--- config.mk ---
export PLATFORM = sky130hd
export DESIGN_NAME = fir_mc
export DESIGN_NICKNAME = d
export VERILOG_FILES = /design/src/rtl/fir_mc_pkg.sv /design/src/rtl/fir_coef_bank.sv /design/src/rtl/fir_mc.sv
export SDC_FILE = /design/constraint.sdc
export NUM_CORES = 2
export LEC_CHECK = 0
export ABC_AREA = 1
export CAP_MARGIN = 20
export CORE_MARGIN = 3
export CORE_UTILIZATION = 49
export DETAILED_ROUTE_END_ITERATION = 12
export PLACE_DENSITY = 0.65
export SLEW_MARGIN = 40
export SYNTH_ARGS = -nofsm -noshare
export SYNTH_HDL_FRONTEND = slang
export SYNTH_SLANG_ARGS = --single-unit
--- constraint.sdc ---
create_clock -name clk -period 22.6 [get_ports clk]
set_clock_uncertainty 0.1 [all_clocks]
set_input_delay 4.52 -clock clk [delete_from_list [all_inputs] [get_ports clk]]
set_output_delay 4.52 -clock clk [all_outputs]
set_load 0.01 [all_outputs]
--- src/rtl/fir_mc_pkg.sv ---
// rtl/fir_mc_pkg.sv - shared types, default coefficients and arithmetic helpers for fir_mc
package fir_mc_pkg;

  typedef enum logic [1:0] {IDLE, MAC, OUT} state_e;

  localparam int DEF_TAPS = 30;

  // Symmetric 30-tap lowpass loaded into the coefficient bank on reset
  localparam logic signed [15:0] DEF_COEF [DEF_TAPS] = '{
    16'sd292,   16'sd303,   16'sd310,   16'sd167,   -16'sd140,
    -16'sd555,  -16'sd947,  -16'sd1133, -16'sd936,  -16'sd244,
    16'sd930,   16'sd2435,  16'sd3997,  16'sd5288,  16'sd6019,
    16'sd6019,  16'sd5288,  16'sd3997,  16'sd2435,  16'sd930,
    -16'sd244,  -16'sd936,  -16'sd1133, -16'sd947,  -16'sd555,
    -16'sd140,  16'sd167,   16'sd310,   16'sd303,   16'sd292
  };

  // Accumulator width that cannot overflow for a full sum of products
  function automatic int acc_width(input int data_w, input int coef_w, input int taps);
    return data_w + coef_w + $clog2(taps);
  endfunction

  // Default coefficient for tap k, sign-extended; taps beyond the table read as zero
  function automatic logic signed [31:0] default_coef(input int k);
    logic signed [31:0] r;
    r = '0;
    if (k >= 0 && k < DEF_TAPS) r = 32'(DEF_COEF[k[4:0]]);
    return r;
  endfunction

  // Clamp s into a signed data_w-bit range, flagging when clamping occurred
  function automatic logic signed [63:0] saturate(input logic signed [63:0] s, input int data_w,
                                                  output logic sat);
    logic signed [63:0] max_v;
    logic signed [63:0] min_v;
    logic signed [63:0] r;
    max_v = (64'sd1 <<< (data_w - 1)) - 64'sd1;
    min_v = -(64'sd1 <<< (data_w - 1));
    sat = 1'b0;
    r = s;
    if (s > max_v) begin
      r = max_v;
      sat = 1'b1;
    end else if (s < min_v) begin
      r = min_v;
      sat = 1'b1;
    end
    return r;
  endfunction

endpackage

--- src/rtl/fir_coef_bank.sv ---
// rtl/fir_coef_bank.sv - shared coefficient register file, one write port, one async read port
module fir_coef_bank #(
  parameter int TAPS   = 30,
  parameter int COEF_W = 16,
  parameter int AW     = $clog2(TAPS)
) (
  input  logic                     clk,
  input  logic                     rst,
  input  logic                     wr_en_i,
  input  logic [AW-1:0]            wr_addr_i,
  input  logic signed [COEF_W-1:0] wr_data_i,
  input  logic [AW-1:0]            rd_addr_i,
  output logic signed [COEF_W-1:0] rd_data_o
);
  import fir_mc_pkg::*;

  logic signed [COEF_W-1:0] coef_q [TAPS];

  // Reload the lowpass defaults on reset, otherwise take gated writes to valid taps
  always_ff @(posedge clk) begin
    if (rst) begin
      for (int i = 0; i < TAPS; i++) coef_q[i] <= COEF_W'(default_coef(i));
    end else if (wr_en_i && (32'(wr_addr_i) < TAPS)) begin
      coef_q[wr_addr_i] <= wr_data_i;
    end
  end

  assign rd_data_o = coef_q[rd_addr_i];

endmodule

--- src/rtl/fir_mc.sv ---
// rtl/fir_mc.sv - multi-channel single-MAC FIR with shared reprogrammable coefficients
module fir_mc #(
  parameter int TAPS     = 30,
  parameter int DATA_W   = 16,
  parameter int COEF_W   = 16,
  parameter int CHANNELS = 2,
  localparam int CH_W    = (CHANNELS > 1) ? $clog2(CHANNELS) : 1,
  localparam int AW      = $clog2(TAPS)
) (
  input  logic                     clk,
  input  logic                     rst,
  input  logic [5:0]               right_shift,
  input  logic                     in_valid,
  output logic                     in_ready,
  input  logic [CH_W-1:0]          in_channel,
  input  logic signed [DATA_W-1:0] data_in,
  input  logic                     coef_wr_en,
  input  logic [AW-1:0]            coef_wr_addr,
  input  logic signed [COEF_W-1:0] coef_wr_data,
  output logic                     out_valid,
  output logic [CH_W-1:0]          out_channel,
  output logic signed [DATA_W-1:0] data_out,
  output logic                     out_sat
);
  import fir_mc_pkg::*;

  localparam int ACC_W = acc_width(DATA_W, COEF_W, TAPS);

  state_e                     state_q, state_d;
  logic [AW-1:0]              k_q;
  logic signed [ACC_W-1:0]    acc_q, acc_d, s_shift;
  logic [CH_W-1:0]            ch_q;
  logic [5:0]                 shift_q;
  logic signed [DATA_W-1:0]   dline_q [CHANNELS][TAPS];
  logic signed [COEF_W-1:0]   coef_rd;
  logic signed [DATA_W+COEF_W-1:0] prod;
  logic                       mac_en, out_en, accept, start;
  logic                       out_valid_q, out_sat_q, sat_d;
  logic [CH_W-1:0]            out_channel_q;
  logic signed [DATA_W-1:0]   data_out_q, data_d;

  // Out-of-range channels complete the handshake but never start a computation
  assign accept = in_valid && in_ready;
  assign start  = accept && (32'(in_channel) < CHANNELS);

  fir_coef_bank #(.TAPS(TAPS), .COEF_W(COEF_W), .AW(AW)) u_coef_bank (
    .clk       (clk),
    .rst       (rst),
    .wr_en_i   (coef_wr_en && in_ready),
    .wr_addr_i (coef_wr_addr),
    .wr_data_i (coef_wr_data),
    .rd_addr_i (k_q),
    .rd_data_o (coef_rd)
  );

  // FSM state register
  always_ff @(posedge clk) begin
    if (rst) state_q <= IDLE;
    else     state_q <= state_d;
  end

  // FSM next state: one MAC pass of TAPS cycles, then a single OUT cycle
  always_comb begin
    state_d = state_q;
    case (state_q)
      IDLE:    if (start) state_d = MAC;
      MAC:     if (k_q == AW'(TAPS - 1)) state_d = OUT;
      OUT:     state_d = IDLE;
      default: state_d = IDLE;
    endcase
  end

  // FSM outputs: ready only while idle and out of reset
  always_comb begin
    in_ready = (state_q == IDLE) && !rst;
    mac_en   = (state_q == MAC);
    out_en   = (state_q == OUT);
  end

  // Per-channel delay lines; only the accepted channel shifts
  always_ff @(posedge clk) begin
    if (rst) begin
      for (int c = 0; c < CHANNELS; c++)
        for (int t = 0; t < TAPS; t++) dline_q[c][t] <= '0;
    end else if (start) begin
      for (int t = TAPS - 1; t > 0; t--) dline_q[in_channel][t] <= dline_q[in_channel][t-1];
      dline_q[in_channel][0] <= data_in;
    end
  end

  // Product of the current tap, sign-extended into the accumulator
  always_comb begin
    prod  = dline_q[ch_q][k_q] * coef_rd;
    acc_d = acc_q + ACC_W'(prod);
  end

  // Transaction context latched on accept, accumulation during MAC
  always_ff @(posedge clk) begin
    if (rst) begin
      k_q     <= '0;
      acc_q   <= '0;
      ch_q    <= '0;
      shift_q <= '0;
    end else if (start) begin
      k_q     <= '0;
      acc_q   <= '0;
      ch_q    <= in_channel;
      shift_q <= right_shift;
    end else if (mac_en) begin
      k_q   <= k_q + AW'(1);
      acc_q <= acc_d;
    end
  end

  // Scale by the latched shift (saturating to the sign once it exceeds the width), then clamp
  always_comb begin
    s_shift = acc_q >>> shift_q;
    if (32'(shift_q) >= ACC_W) s_shift = {ACC_W{acc_q[ACC_W-1]}};
    sat_d  = 1'b0;
    data_d = DATA_W'(saturate(64'(s_shift), DATA_W, sat_d));
  end

  // Result registers hold between OUT cycles; the strobe lasts one cycle
  always_ff @(posedge clk) begin
    if (rst) begin
      out_valid_q   <= 1'b0;
      out_channel_q <= '0;
      data_out_q    <= '0;
      out_sat_q     <= 1'b0;
    end else begin
      out_valid_q <= out_en;
      if (out_en) begin
        out_channel_q <= ch_q;
        data_out_q    <= data_d;
        out_sat_q     <= sat_d;
      end
    end
  end

  assign out_valid   = out_valid_q;
  assign out_channel = out_channel_q;
  assign data_out    = data_out_q;
  assign out_sat     = out_sat_q;

endmodule
==> out/qor.txt <==
Most common cell after layout, fill and taps aside -> edfxtp_1
Cell Area, Synth -> 85080 µm²
Req. time, crit path -> 17.98 ns
Final ANT Viol Nets -> 0
Hold_ws -> 0.3716 ns
Period minus WS final -> 10.17 ns
Core area -> 172100 µm²
Hold buffers post-CTS -> 0
Setup_tns -> 0 ns
Worst VDD drop -> 312.2 µV
Leak -> 36.33 nW
Tcrit/Tclk final -> 44.99%
Via density -> 5.787
Setup ws final -> 12.43 ns
Initial DRC count -> 6511
GR Overflow Total -> 0
Remaining DRCs -> 0
Clk buf depth -> 3
Vias in the first global route -> 62310
RSZ-0062 raised after global routing -> false
Compound-cell area share of the yosys netlist -> 14.62%
Post-cts resize count -> 0
Synth Area in XOR/XNOR -> 0.2985%
Worst Hold Class -> flop to flop
Nets -> 9071
PnR Total Power -> 0.01406 W
Worst reg-to-reg setup slack -> 12.45 ns
Post-synthesis sequential area ratio -> 53.74%
Synth unique cells -> 55
Post-CTS Setup Bufs -> 0
Setup CP Type -> primary input to output pin
Drt pass-1 iters -> 8
Pin count of the biggest net entering global routing -> 175
CTS tree -> yes
Total track usage -> 25.75%
Die ar. -> 178700 µm²
# rows -> 152
Crit Path Max Fanout -> 22
Die W -> 422.7 µm
Final hold viol count -> 0
Clk_lat worst skew -> 0.82 ns
Post-Synth Adder-Cell Area -> 9.115%
CP endpoint kind -> output pin
Yosys warns -> 0
Status -> finished, final reports clean
Most frequent cells in the layout -> 1472 x edfxtp_1, 1373 x nor2_1, 1253 x inv_1
Tightest Pin Transition -> 0.8816 ns
Root buf cell -> clkbuf_16
Initial antenna violation count -> 3
Pre-CTS setup slack -> 11.66 ns
Routability cong. -> 0.9270
N_diodes -> 0
Number of flops mapped to enable cells by yosys -> 1472
Post-synth top flop -> edfxtp_1
Initial core utilization -> 49.43%
Avg Inst Size Synth -> 9.632 µm²
Mux contribution to synthesized area -> 0.01177%
CP arrival -> 5.55 ns
Level count of the clock H-tree -> 4
Pwr dens -> 151.6 nW/µm²
Startpoint Class -> primary input
Num CTS Buffers -> 166
Layout cell share with drive strength beyond 1 -> 7.610%
Peak Freq -> 98.34 MHz
Simple-gate share of the synthesized area -> 13.34%
Largest family of logic cells by synthesized area -> compound AO/OA/AOI/OAI gates
First-pass GRT wire length -> 363600 µm
Worst-path clk slew -> 0.05 ns
DIE HEIGHT -> 422.7 µm
# clock sinks -> 1548
Num ports -> 68
Placed wire-length estimate -> 138400 µm
Gate count of the mapped netlist -> 8833
Via count -> 63860
Area grow syn2layout -> 9.041%
Share of flip-flops with an asynchronous set or reset -> 0%
Buffers on Ports -> 67
Fin util -> 53.90%
Worst rel slew slack -> 41.23%
Final Setup Violations -> 0
Routed Wire Length -> 233000 µm
Wire per inst -> 21.11 µm
Yosys reg bits -> 1548
Max_cap viols -> 0
Final Max Slew Viols -> 0
[critical path, stage by stage]
cell and delay (ns):
buf_2 0.24, nor3_2 0.21, clkdlybuf4s50_1 0.57
[per-stage QoR]
| stage | std cells | cell area [µm²] |
|---|---|---|
| floorplan | 8864 | 85200 |
| global placement | 10730 | 87040 |
| detailed placement | 10740 | 87370 |
| CTS | 11040 | 92750 |
| global route | 11040 | 92770 |
| finish | 11040 | 92770 |
[metal layers]
metal	share of wire, %	track usage (%)	wire, µm	vias up
li1	-	-	-	29490
met1	43	37.15	100300	31210
met2	46	40.16	106100	2740
met3	8.5	3.860	19720	420
met4	3.0	8.274	6899	0
met5	0	0	0	-
[registers in the layout (all words and copies together), names as in the netlist, 2 cells and up, named ones only]
| register | cells |
|---|---|
| acc_q | 37 |
| data_out | 16 |
| dline_q | 960 |
| k_q | 5 |
| shift_q | 6 |
| state_q | 2 |
| u_coef_bank.coef_q | 512 |
[kinds of logic (layout without fill, tap and decap cells)]
group | after synthesis | in the layout
compound gates | 2093 | 2093
fa+ha+maj | 429 | 429
mux | 1 | 1
simple gates | 2824 | 2824
xor+xnor | 29 | 29
flops | 1548 | 1548
buf+inv | 1908 | 1769
other cells | 1 | 32
[report_power, final]
part	total (W)	internal, W	switching [W]	leakage (nW)
Sequential	0.00339	0.00330	0.0000827	15.2
Clock	0.00273	0.00158	0.00116	2.62
Combinational	0.00794	0.00289	0.00506	18.5
[cells in the mapped netlist, types with 40 or more instances]
cell type	instances	area (µm²)
edfxtp_1	1472	44200
nor2_1	1379	5176
inv_1	1267	4756
nand2_1	934	3506
o21ai_0	835	4179
a21oi_1	471	2357
nand3_1	415	2077
clkbuf_1	370	1389
o22ai_1	347	2171
fa_1	318	6366
a31o_2	233	2041
buf_2	172	860.8
ha_1	111	1389
dfxtp_1	76	1521
o221ai_1	63	551.8
nand4_1	48	300.3
o211ai_1	40	300.3
[path summary, 6_finish.rpt]
path,startpoint,end,cells after the start
hold / removal,data_out[15],data_out[15],2
hold reg to reg,data_out[15],data_out[15],2
setup reg to reg,k_q[0],acc_q[23],34
setup / recovery,rst,in_ready,3
[cell type report]
type	instances	area, µm²
Inverter	1296	4910
Fill cell	15130	79340
Clock inverter	89	898.4
Sequential cell	1548	45740
Tap cell	2310	2890
Multi-Input combinational cell	5408	32010
Clock buffer	210	4486
Timing Repair Buffer	174	1829
Power figures use the tool's default switching activity.
